`src/rtl/machine_pkg.sv`:
```
// Shared definitions for the machine line parser and the compute units it feeds:
// ASCII tokens, decoder states and the wiring bitmask type.
package machine_pkg;

  localparam int DEF_WIRING_WIDTH   = 16;
  localparam int DEF_BUTTON_WIRINGS = 16;

  localparam logic [7:0] CHAR_LBRACKET = 8'h5B;
  localparam logic [7:0] CHAR_RBRACKET = 8'h5D;
  localparam logic [7:0] CHAR_HASH     = 8'h23;
  localparam logic [7:0] CHAR_DOT      = 8'h2E;
  localparam logic [7:0] CHAR_LPAREN   = 8'h28;
  localparam logic [7:0] CHAR_COMMA    = 8'h2C;
  localparam logic [7:0] CHAR_RPAREN   = 8'h29;
  localparam logic [7:0] CHAR_LBRACE   = 8'h7B;
  localparam logic [7:0] CHAR_RBRACE   = 8'h7D;
  localparam logic [7:0] CHAR_LF       = 8'h0A;
  localparam logic [7:0] CHAR_CR       = 8'h0D;
  localparam logic [7:0] CHAR_SPACE    = 8'h20;
  localparam logic [7:0] CHAR_0        = 8'h30;
  localparam logic [7:0] CHAR_9        = 8'h39;

  typedef enum logic [2:0] {
    ST_LINE_START,
    ST_DIAGRAM,
    ST_BETWEEN,
    ST_BUTTON,
    ST_JOLTAGE,
    ST_ERR_SKIP
  } decoder_state_t;

  typedef logic [DEF_WIRING_WIDTH-1:0] wiring_t;

  function automatic logic is_digit(input logic [7:0] c);
    return (c >= CHAR_0) && (c <= CHAR_9);
  endfunction

endpackage

```
`src/rtl/ascii_index_accumulator.sv`:
```
// Decimal accumulator for button indices: value = value*10 + digit, saturating at 255.
// clear and digit in the same cycle start a fresh number with that digit.
module ascii_index_accumulator (
  input  logic       clk,
  input  logic       rst_n,
  input  logic       clear,
  input  logic       digit_valid,
  input  logic [3:0] digit,
  output logic [7:0] value
);

  logic [7:0]  base;
  logic [11:0] wide;
  logic [7:0]  value_next;

  always_comb begin
    base       = clear ? 8'd0 : value;
    wide       = ({4'd0, base} * 12'd10) + {8'd0, digit};
    value_next = base;
    if (digit_valid) begin
      value_next = (wide > 12'd255) ? 8'd255 : wide[7:0];
    end
  end

  always_ff @(posedge clk or negedge rst_n) begin
    if (!rst_n) begin
      value <= 8'd0;
    end else begin
      value <= value_next;
    end
  end

endmodule

```
`src/rtl/machine_line_decoder.sv`:
```
// Parses ASCII machine lines into wiring bitmask strobes (diagram first, then one per button group)
// plus end-of-line / end-of-file markers; strobes are registered one cycle after the closing byte.
module machine_line_decoder
  import machine_pkg::*;
#(
  parameter int MAX_WIRING_WIDTH   = DEF_WIRING_WIDTH,
  parameter int MAX_BUTTON_WIRINGS = DEF_BUTTON_WIRINGS
) (
  input  logic                        clk,
  input  logic                        rst_n,
  input  logic                        inbound_valid,
  input  logic [7:0]                  inbound_data,
  input  logic                        inbound_eof,
  output logic                        end_of_file,
  output logic                        end_of_line,
  output logic                        wiring_valid,
  output logic [MAX_WIRING_WIDTH-1:0] wiring_data,
  output logic                        parse_error
);

  localparam int POS_W = $clog2(MAX_WIRING_WIDTH + 1);
  localparam int CNT_W = $clog2(MAX_BUTTON_WIRINGS + 1);
  localparam logic [MAX_WIRING_WIDTH-1:0] BIT0 = (MAX_WIRING_WIDTH)'(1);

  decoder_state_t              state, state_n;
  logic [POS_W-1:0]            pos, pos_n;
  logic [CNT_W-1:0]            btn_cnt, btn_cnt_n;
  logic [MAX_WIRING_WIDTH-1:0] diag, diag_n;
  logic [MAX_WIRING_WIDTH-1:0] bits, bits_n;
  logic                        have_digit, have_digit_n;

  logic                        take;
  logic                        acc_clear, acc_digit;
  logic [7:0]                  acc_value;
  logic                        pos_ok, idx_ok, cnt_ok;
  logic [MAX_WIRING_WIDTH-1:0] pos_mask, idx_mask;
  logic                        emit_wiring, emit_eol, err;
  logic [MAX_WIRING_WIDTH-1:0] emit_data;

  ascii_index_accumulator u_index (
    .clk         (clk),
    .rst_n       (rst_n),
    .clear       (acc_clear),
    .digit_valid (acc_digit),
    .digit       (inbound_data[3:0]),
    .value       (acc_value)
  );

  // Carriage returns are invisible to the parser and nothing is consumed once the file has ended.
  assign take     = inbound_valid && !end_of_file && (inbound_data != CHAR_CR);
  assign pos_ok   = pos < POS_W'(MAX_WIRING_WIDTH);
  assign idx_ok   = acc_value < 8'(MAX_WIRING_WIDTH);
  assign cnt_ok   = btn_cnt < CNT_W'(MAX_BUTTON_WIRINGS);
  assign pos_mask = BIT0 << pos;
  assign idx_mask = BIT0 << acc_value;

  always_comb begin
    state_n      = state;
    pos_n        = pos;
    btn_cnt_n    = btn_cnt;
    diag_n       = diag;
    bits_n       = bits;
    have_digit_n = have_digit;
    acc_clear    = 1'b0;
    acc_digit    = 1'b0;
    emit_wiring  = 1'b0;
    emit_eol     = 1'b0;
    emit_data    = '0;
    err          = 1'b0;

    if (take) begin
      case (state)
        ST_LINE_START: begin
          if (inbound_data == CHAR_LBRACKET) begin
            state_n   = ST_DIAGRAM;
            pos_n     = '0;
            btn_cnt_n = '0;
            diag_n    = '0;
          end else if (inbound_data != CHAR_LF) begin
            err = 1'b1;
          end
        end

        ST_DIAGRAM: begin
          if ((inbound_data == CHAR_DOT) || (inbound_data == CHAR_HASH)) begin
            if (!pos_ok) begin
              err = 1'b1;
            end else begin
              if (inbound_data == CHAR_HASH) begin
                diag_n = diag | pos_mask;
              end
              pos_n = pos + POS_W'(1);
            end
          end else if (inbound_data == CHAR_RBRACKET) begin
            emit_wiring = 1'b1;
            emit_data   = diag;
            state_n     = ST_BETWEEN;
          end else begin
            err = 1'b1;
          end
        end

        ST_BETWEEN: begin
          if (inbound_data == CHAR_LPAREN) begin
            if (!cnt_ok) begin
              err = 1'b1;
            end else begin
              state_n      = ST_BUTTON;
              bits_n       = '0;
              have_digit_n = 1'b0;
              acc_clear    = 1'b1;
            end
          end else if (inbound_data == CHAR_LBRACE) begin
            state_n = ST_JOLTAGE;
          end else if (inbound_data == CHAR_LF) begin
            emit_eol = 1'b1;
            state_n  = ST_LINE_START;
          end else if (inbound_data != CHAR_SPACE) begin
            err = 1'b1;
          end
        end

        ST_BUTTON: begin
          if (is_digit(inbound_data)) begin
            acc_digit    = 1'b1;
            have_digit_n = 1'b1;
          end else if ((inbound_data == CHAR_COMMA) || (inbound_data == CHAR_RPAREN)) begin
            // An empty slot or an out-of-range index poisons the line before any bit is set.
            if (!have_digit || !idx_ok) begin
              err = 1'b1;
            end else begin
              bits_n       = bits | idx_mask;
              have_digit_n = 1'b0;
              acc_clear    = 1'b1;
              if (inbound_data == CHAR_RPAREN) begin
                emit_wiring = 1'b1;
                emit_data   = bits | idx_mask;
                btn_cnt_n   = btn_cnt + CNT_W'(1);
                state_n     = ST_BETWEEN;
              end
            end
          end else begin
            err = 1'b1;
          end
        end

        ST_JOLTAGE: begin
          if (inbound_data == CHAR_RBRACE) begin
            state_n = ST_BETWEEN;
          end
        end

        ST_ERR_SKIP: begin
          if (inbound_data == CHAR_LF) begin
            state_n = ST_LINE_START;
          end
        end

        default: begin
          state_n = ST_LINE_START;
        end
      endcase

      // A newline that is itself unexpected still terminates the line, so resync immediately.
      if (err) begin
        state_n = (inbound_data == CHAR_LF) ? ST_LINE_START : ST_ERR_SKIP;
      end
    end
  end

  always_ff @(posedge clk or negedge rst_n) begin
    if (!rst_n) begin
      state        <= ST_LINE_START;
      pos          <= '0;
      btn_cnt      <= '0;
      diag         <= '0;
      bits         <= '0;
      have_digit   <= 1'b0;
      wiring_valid <= 1'b0;
      wiring_data  <= '0;
      end_of_line  <= 1'b0;
      parse_error  <= 1'b0;
      end_of_file  <= 1'b0;
    end else begin
      state        <= state_n;
      pos          <= pos_n;
      btn_cnt      <= btn_cnt_n;
      diag         <= diag_n;
      bits         <= bits_n;
      have_digit   <= have_digit_n;
      wiring_valid <= emit_wiring;
      end_of_line  <= emit_eol;
      parse_error  <= parse_error | err;
      end_of_file  <= end_of_file | inbound_eof;
      if (emit_wiring) begin
        wiring_data <= emit_data;
      end
    end
  end

endmodule

```
`config.mk`:
```
export PLATFORM = sky130hd
export DESIGN_NAME = machine_line_decoder
export DESIGN_NICKNAME = d
export VERILOG_FILES = /design/src/rtl/machine_pkg.sv /design/src/rtl/ascii_index_accumulator.sv /design/src/rtl/machine_line_decoder.sv
export SDC_FILE = /design/constraint.sdc
export NUM_CORES = 1
export LEC_CHECK = 0
export ABC_AREA = 1
export CORE_MARGIN = 2
export CORE_UTILIZATION = 50
export DETAILED_ROUTE_END_ITERATION = 6
export GPL_TIMING_DRIVEN = 0
export PLACE_DENSITY = 0.72
export SLEW_MARGIN = 20
export SYNTH_ARGS = -nofsm -noshare
export SYNTH_HDL_FRONTEND = slang
export SYNTH_SLANG_ARGS = --single-unit
```
`constraint.sdc`:
```
create_clock -name clk -period 3.2 [get_ports clk]
set_input_delay 0.64 -clock clk [delete_from_list [all_inputs] [get_ports clk]]
set_output_delay 0.64 -clock clk [all_outputs]
set_load 0.05 [all_outputs]
```
==> out/qor.yml, run 1 <==
outcome:
  status: "finished, violations left"
  failed_checks: "setup timing"
cells_and_area:
  final_common_cell: "nand2_1"
  multi_input_area_mm2: 0.002659
  fin_nets: 784
  final_cell_mix: "nand2_1, nor2_1, inv_1"
  antenna_cells: 0
  syn2layout_area_growth_pct: 29.80
  fin_area_mm2: 0.006136
  final_layout_size_suffix_gt1_share_pct: 23.51
  seq_area_mm2: 0.001854
  fillers: 788
power:
  power.density_mw_per_mm2: 361.9
  leakage_nw: 3.160
  power_w: 0.002221
  max-vdd-ir-drop_uv: 228.8
clock_tree:
  cts_tree: "built"
  clk_pin_slew_worst_paths_ns: 0.09
  clock-sinks: 74
  hold_buffers: 0
  htreeDepth: 3
  cts_buffers: 9
  cts_buffer_depth: 2
  cts-root-buf: "clkbuf_8"
  insertion_delay_ns: 0.35
global_routing:
  grt_first_pass_wirelength_um: 19630
  track_usage_pct: 23.84
  use_met1_pct: 30.61
  use_met3_pct: 3.313
  grt-busiest-layer: "met2"
  antenna_found_initial: 0
  grt_max_degree: 53
  met2_usage_pct: 39.99
  overflow: 0
  grt_pass1_vias: 4440
drt:
  vias_per_cell: 5.311
  wire_per_inst_um: 13.81
  firstDrtPassIters: 5
  drtAntennaViolNets: 0
  drtIter0Drc: 232
  vias: 4589
  totalWireLength_um: 11930
  drc_errors: 0
yosys:
  synth_flop_cell: "dfrtp_1"
  syn_area_mm2: 0.004727
  synth-seq-area-share_pct: 39.17
  synth_edf_count: 0
  syn_inst: 653
  syn-num-nets: 689
  synth_warnings: 0
  async_reset_ff_share_pct: 100.0
  ys_types: 39
  avgSynthCellArea_um2: 7.239
  ys_ff_latch: 74
critical_path:
  r2r_end: "u_index.value[2]$_DFF_PN0_"
  rrSetupSlack_ns: 0.05
  crit_fanout: 7
  cp-end-kind: "register"
  crit_required_ns: 3.44
  worstSetupPathType: "input port to register"
  worstPathArrival_ns: 3.45
  rr_worst_depth: 21
  cp-start-kind: "input port"
  r2r-start: "state[2]$_DFFE_PN0P_"
placement:
  post_dp_cell_area_mm2: 0.005255
  dp_hpwl_um: 8303
  globalplace.congestion: 0.9004
  portBuffers: 31
timing:
  finalCriticalPeriod_ns: 3.212
  maxSlewViolCount: 0
  skew_ns: 0.01311
  worst_slack_ns: -0.01151
  setup-violations-final: 1
  finalHoldViolations: 0
  tightest_slew_ns: 0.5021
  maxSlewHeadroom_pct: 66.42
  fin_tns_setup_ns: -0.01151
  rsz0062_at_grt: "true"
  whs_ns: 0.1679
  max_freq_mhz: 311.4
  fin_crit_sh_pct: 100.4
job:
  maxCapViolations: 0
floorplanning:
  die_y_um: 101.2
  die_w_um: 101.2
  core_mm2: 0.009196
  dieArea_mm2: 0.01025
  initial_core_util_pct: 51.40
  ios: 32
  fp-row-count: 35
hold_path:
  hp-class: "input port to async pin"
## how the worst max path moves through the flow
| stage | slack (ns) | startpoint | cells past startpoint | to |
|---|---|---|---|---|
| 6_report | -0.01 | inbound_data[0] | 22 | u_index.value[2]$_DFF_PN0_ |
| 5_1_grt | -0.14 | inbound_data[0] | 22 | u_index.value[2]$_DFF_PN0_ |
| 4_1_cts | 0.003 | state[2]$_DFFE_PN0P_ | 21 | u_index.value[7]$_DFF_PN0_ |
| 3_5_place_dp | -0.91 | inbound_data[2] | 22 | u_index.value[0]$_DFF_PN0_ |
| 3_3_place_gp | -1.06 | rst_n | 1 | state[1]$_DFFE_PN0P_ |
| 2_1_floorplan | 0.006 | inbound_data[6] | 21 | u_index.value[0]$_DFF_PN0_ |
## flip-flops by register name (all words and copies together), names as in the netlist
name and flops:
bits 16, diag 16, wiring_data 16, u_index.value 8, btn_cnt 5, pos 5, state 3, end_of_file 1
end_of_line 1, have_digit 1, parse_error 1, wiring_valid 1
## layout make-up
class	instances	share of cell area, %
plain buffers	14	1.468
clock buffers	10	2.243
clock inverters	6	1.835
inverters	101	6.464
multi-input cells	463	43.33
flip-flops and latches	74	30.22
well taps	111	2.263
repair buffers	85	12.17
## report_power, final
part           switching, W  leakage [nW]  internal, W
sequential        0.0000238         0.844     0.000965
combinational      0.000194          2.19     0.000131
clock              0.000365         0.127     0.000542
total              0.000583          3.16      0.00164
## cells in the mapped netlist (3+ instances only)
library cell	number	share of area (%)
nor2_2	5	0.66
nor2_1	96	7.6
buf_4	3	0.48
nor3_1	3	0.32
o21ai_1	4	0.42
nand4_1	10	1.3
a21oi_1	44	4.7
nand2_2	5	0.66
clkbuf_1	5	0.40
a21boi_0	6	0.95
or2_2	4	0.53
inv_1	94	7.5
xor2_1	4	0.74
nand3_2	3	0.64
inv_2	7	0.56
dfrtp_1	74	39
a21boi_1	10	1.6
nand3_1	45	4.8
ha_1	22	5.8
o21ai_0	33	3.5
nand2_1	146	12
buf_2	4	0.42
o31ai_1	4	0.64
## routing by layer
layer | vias up | wire (um)
met3 | 46 | 514
met4 | 0 | 427
met1 | 2129 | 5263
met2 | 151 | 5728
met5 | - | 0
li1 | 2263 | -
## worst max-delay path: stages
cell and delay, ns:
buf_6 0.11, inv_2 0.07, nand2_2 0.06, nor2_2 0.13, nand3b_1 0.17, o21ai_4 0.25, nand2_8 0.10, nand2_4 0.08
inv_4 0.04, ha_4 0.26, ha_4 0.12, inv_2 0.03, fa_2 0.36, xor2_2 0.20, nor3_2 0.10, nand2_1 0.11
nor2_1 0.12, nand2_1 0.07, nand2_2 0.09, nand3_4 0.11, o21ai_2 0.16, inv_1 0.05
## logic make-up (layout without fill, tap and decap cells)
family | after synthesis | after routing | share of synthesized area (%)
buffers and inverters | 116 | 216 | 9.899
and+or+nand+nor | 325 | 325 | 30.17
adders and majority gates | 24 | 24 | 6.670
AOI/OAI and AO/OA | 108 | 108 | 12.97
DFF | 74 | 74 | 39.17
xor gates and xnor gates | 6 | 6 | 1.112
## stage by stage
step / instances / setup WS, ns / utilization (%)
2_1_floorplan: 653 / 0.005999 / -
3_3_place_gp: 795 / -1.064 / 56.87
3_5_place_dp: 796 / -0.9145 / 57.14
4_1_cts: 851 / 0.003327 / 63.77
5_1_grt: 864 / -0.1377 / 66.72
6_report: 864 / -0.01151 / 66.72
## repair_timing
item,CTS,global route
resized for setup,61,53
pin swaps,19,26
buffers inserted,40,13
setup endpoints to repair,8,33
cloned,0,0
No activity file was read; power rests on OpenSTA's default activity.
==> inputs of run 2 (changes only) <==
- ABC_AREA: 1 -> 0
==> out/qor.yml, run 2 <==
outcome:
  status: "finished, violations left"
  failed_checks: "setup timing"
floorplanning:
  ios: 32  # unchanged
  core_mm2: 0.008806  # -4.2%
  dieArea_mm2: 0.009948  # -2.9%
  die_w_um: 99.74  # -1.5%
  die_y_um: 99.74  # -1.5%
  initial_core_util_pct: 52.05  # +0.64 points
  fp-row-count: 34  # -2.9%
yosys:
  synth_flop_cell: "dfrtp_1"
  synth_most_common_cell: "dfrtp_1"
  syn_area_mm2: 0.004583  # -3.0%
  async_reset_ff_share_pct: 100.0  # unchanged
  syn-num-nets: 498  # -28%
  netlist.area_leader.share_pct: 40.40  # +1.2 points
  ys_types: 71  # +82%
  synth-seq-area-share_pct: 40.40  # +1.2 points
  avgSynthCellArea_um2: 9.920  # +37%
  synth_edf_count: 0  # unchanged
  synth_top_area_cell: "dfrtp_1"
  synth_commonest_cells: "dfrtp_1, nand2_1, nor2_1, o21ai_0, a22o_1"
  synth_warnings: 0  # unchanged
  ys_ff_latch: 74  # unchanged
  syn_inst: 462  # -29%
  synth_area_leaders: "dfrtp_1, ha_1, a22o_1, mux2_2, nand2_1"
critical_path:
  worstPathArrival_ns: 4.36  # +0.91 ns
  cp-end-kind: "register"
  r2r-start: "u_index.value[4]$_DFF_PN0_"
  crit_fanout: 10  # +3
  crit_path_start: "inbound_data[2]"
  cp-start-kind: "input port"
  crit_required_ns: 3.48  # +0.04 ns
  worstSetupPathType: "input port to register"
clock_tree:
  insertion_delay_ns: 0.36  # about the same
  clk_pin_slew_worst_paths_ns: 0.08  # about the same
  cts-root-buf: "clkbuf_8"
  htreeDepth: 3  # unchanged
  clock-sinks: 74  # unchanged
  hold_buffers: 0  # unchanged
  cts_tree: "built"
  cts_buffers: 9  # unchanged
  cts_buffer_depth: 2  # unchanged
timing:
  maxSlewViolCount: 0  # unchanged
  whs_ns: 0.2213  # +0.05335 ns
  skew_ns: 0.01647  # +0.003357 ns
  worst_slack_ns: -0.8855  # -0.8740 ns
  rsz0062_at_grt: "true"
  max_freq_mhz: 244.8  # -21%
  maxSlewHeadroom_pct: 23.23  # -43 points
  setup-violations-final: 8  # +7
  fin_crit_sh_pct: 127.7  # +27 points
  finalHoldViolations: 0  # unchanged
  tightest_slew_ns: 1.143  # +0.6407 ns
  finalCriticalPeriod_ns: 4.086  # +0.8740 ns
drt:
  drtAntennaViolNets: 0  # unchanged
  wire_per_inst_um: 17.66  # +28%
  firstDrtPassIters: 4  # -1
  totalWireLength_um: 11200  # -6.2%
  drc_errors: 0  # unchanged
  drtIter0Drc: 167  # -28%
  vias: 3870  # -16%
  vias_per_cell: 6.104  # +15%
global_routing:
  grt_max_degree: 43  # -19%
  grt_pass1_vias: 3742  # -16%
  antenna_found_initial: 0  # unchanged
  grt_first_pass_wirelength_um: 18550  # -5.5%
  overflow: 0  # unchanged
  track_usage_pct: 23.57  # -0.27 points
cells_and_area:
  reg_top3: "bits x16, diag x16, wiring_data x16"
  stdcell_count: 634  # -27%
  fillers: 739  # -6.2%
  fin_nets: 558  # -29%
  antenna_cells: 0  # unchanged
  syn2layout_area_growth_pct: 22.36
  final_layout_size_suffix_gt1_share_pct: 24.14  # +0.64 points
  final_common_cell: "dfrtp_1"
  fin_area_mm2: 0.005608  # -8.6%
  final_cell_mix: "dfrtp_1, nand2_1, nor2_1"
power:
  max-vdd-ir-drop_uv: 175.5  # -23%
  leakage_nw: 2.518  # -20%
  power_w: 0.001959  # -12%
  power.density_mw_per_mm2: 349.4  # -3.5%
job:
  maxCapViolations: 0  # unchanged
placement:
  dp_hpwl_um: 7924  # -4.6%
  globalplace.congestion: 0.8579  # -4.7%
  placed_cells: 602  # -24%
  post_dp_cell_area_mm2: 0.005146  # -2.1%
  portBuffers: 31  # unchanged
hold_path:
  hp-class: "input port to async pin"
[run 2: cell families after synthesis]
group	count (synthesis)	share of synthesized area [%]
and+or+nand+nor	157	19.30
AOI/OAI and AO/OA	125	19.41
muxes	27	7.071
adders and majority gates	24	6.880
buffers and inverters	46	5.214
xor gates and xnor gates	9	1.720
DFF	74	40.40
[run 2: through the flow]
stage / TNS [ns] / setup WS, ns / utilization [%]
3_5_place_dp: -17.83 / -1.828 / 58.44
2_1_floorplan: -6.500 / -0.9063 / -
5_1_grt: -7.851 / -1.029 / 63.68
6_report: -6.334 / -0.8855 / 63.68
4_1_cts: -5.938 / -0.8256 / 62.65
3_3_place_gp: -97.64 / -1.756 / 58.24
[run 2: what timing repair did]
action / CTS / global route
setup endpoints to repair: 8 / 8
resized for setup: 53 / 16
setup buffers: 16 / 3
pin swaps: 13 / 13
[run 2: layout make-up]
| cell class | count | area, um2 | share of cell area [%] |
|---|---|---|---|
| Tap cell | 108 | 135.1 | 2.410 |
| Clock buffer | 9 | 123.9 | 2.209 |
| Timing Repair Buffer | 51 | 446.7 | 7.965 |
| Multi-Input combinational cell | 342 | 2686 | 47.90 |
| Clock inverter | 6 | 90.09 | 1.606 |
| Buffer | 24 | 195.2 | 3.481 |
| Inverter | 20 | 77.57 | 1.383 |
| Sequential cell | 74 | 1853 | 33.04 |
[run 2: per-layer routing]
layer | up-vias | share of wire, % | track usage (%)
met4 | 0 | 2.5 | 8.535
met2 | 112 | 48 | 39.09
met3 | 23 | 3.7 | 3.725
met1 | 1914 | 45 | 31.36
met5 | - | 0 | 0
li1 | 1821 | - | -
[run 2: final timing paths]
path	cells after the start	slack, ns	end
setup / recovery	20	-0.89	u_index.value[6]$_DFF_PN0_
hold / removal	1	0.22	wiring_data[15]$_DFFE_PN0P_
setup reg to reg	18	-0.88	u_index.value[6]$_DFF_PN0_
hold reg to reg	2	0.48	bits[0]$_DFFE_PN0P_
max in group asynchronous	2	2.39	u_index.value[7]$_DFF_PN0_
min in group clk	2	0.48	bits[0]$_DFFE_PN0P_
[run 2: critical path, stage by stage]
cell and delay, ns:
buf_2 0.13, buf_8 0.14, or4b_4 0.51, nor3_4 0.16, a22oi_2 0.10, or2_4 0.28, buf_6 0.12, buf_8 0.11
nand2_4 0.07, inv_4 0.05, ha_4 0.26, ha_4 0.12, inv_2 0.03, fa_2 0.39, and4b_1 0.20, and4_1 0.18
o31a_1 0.33, o21a_4 0.23, nor3b_2 0.15, a21oi_1 0.14
[run 2: power breakdown]
group          internal, W  switching [W]  total [W]
combinational    0.0000873       0.000128   0.000215
sequential        0.000942     0.00000549   0.000947
clock             0.000437       0.000359   0.000796
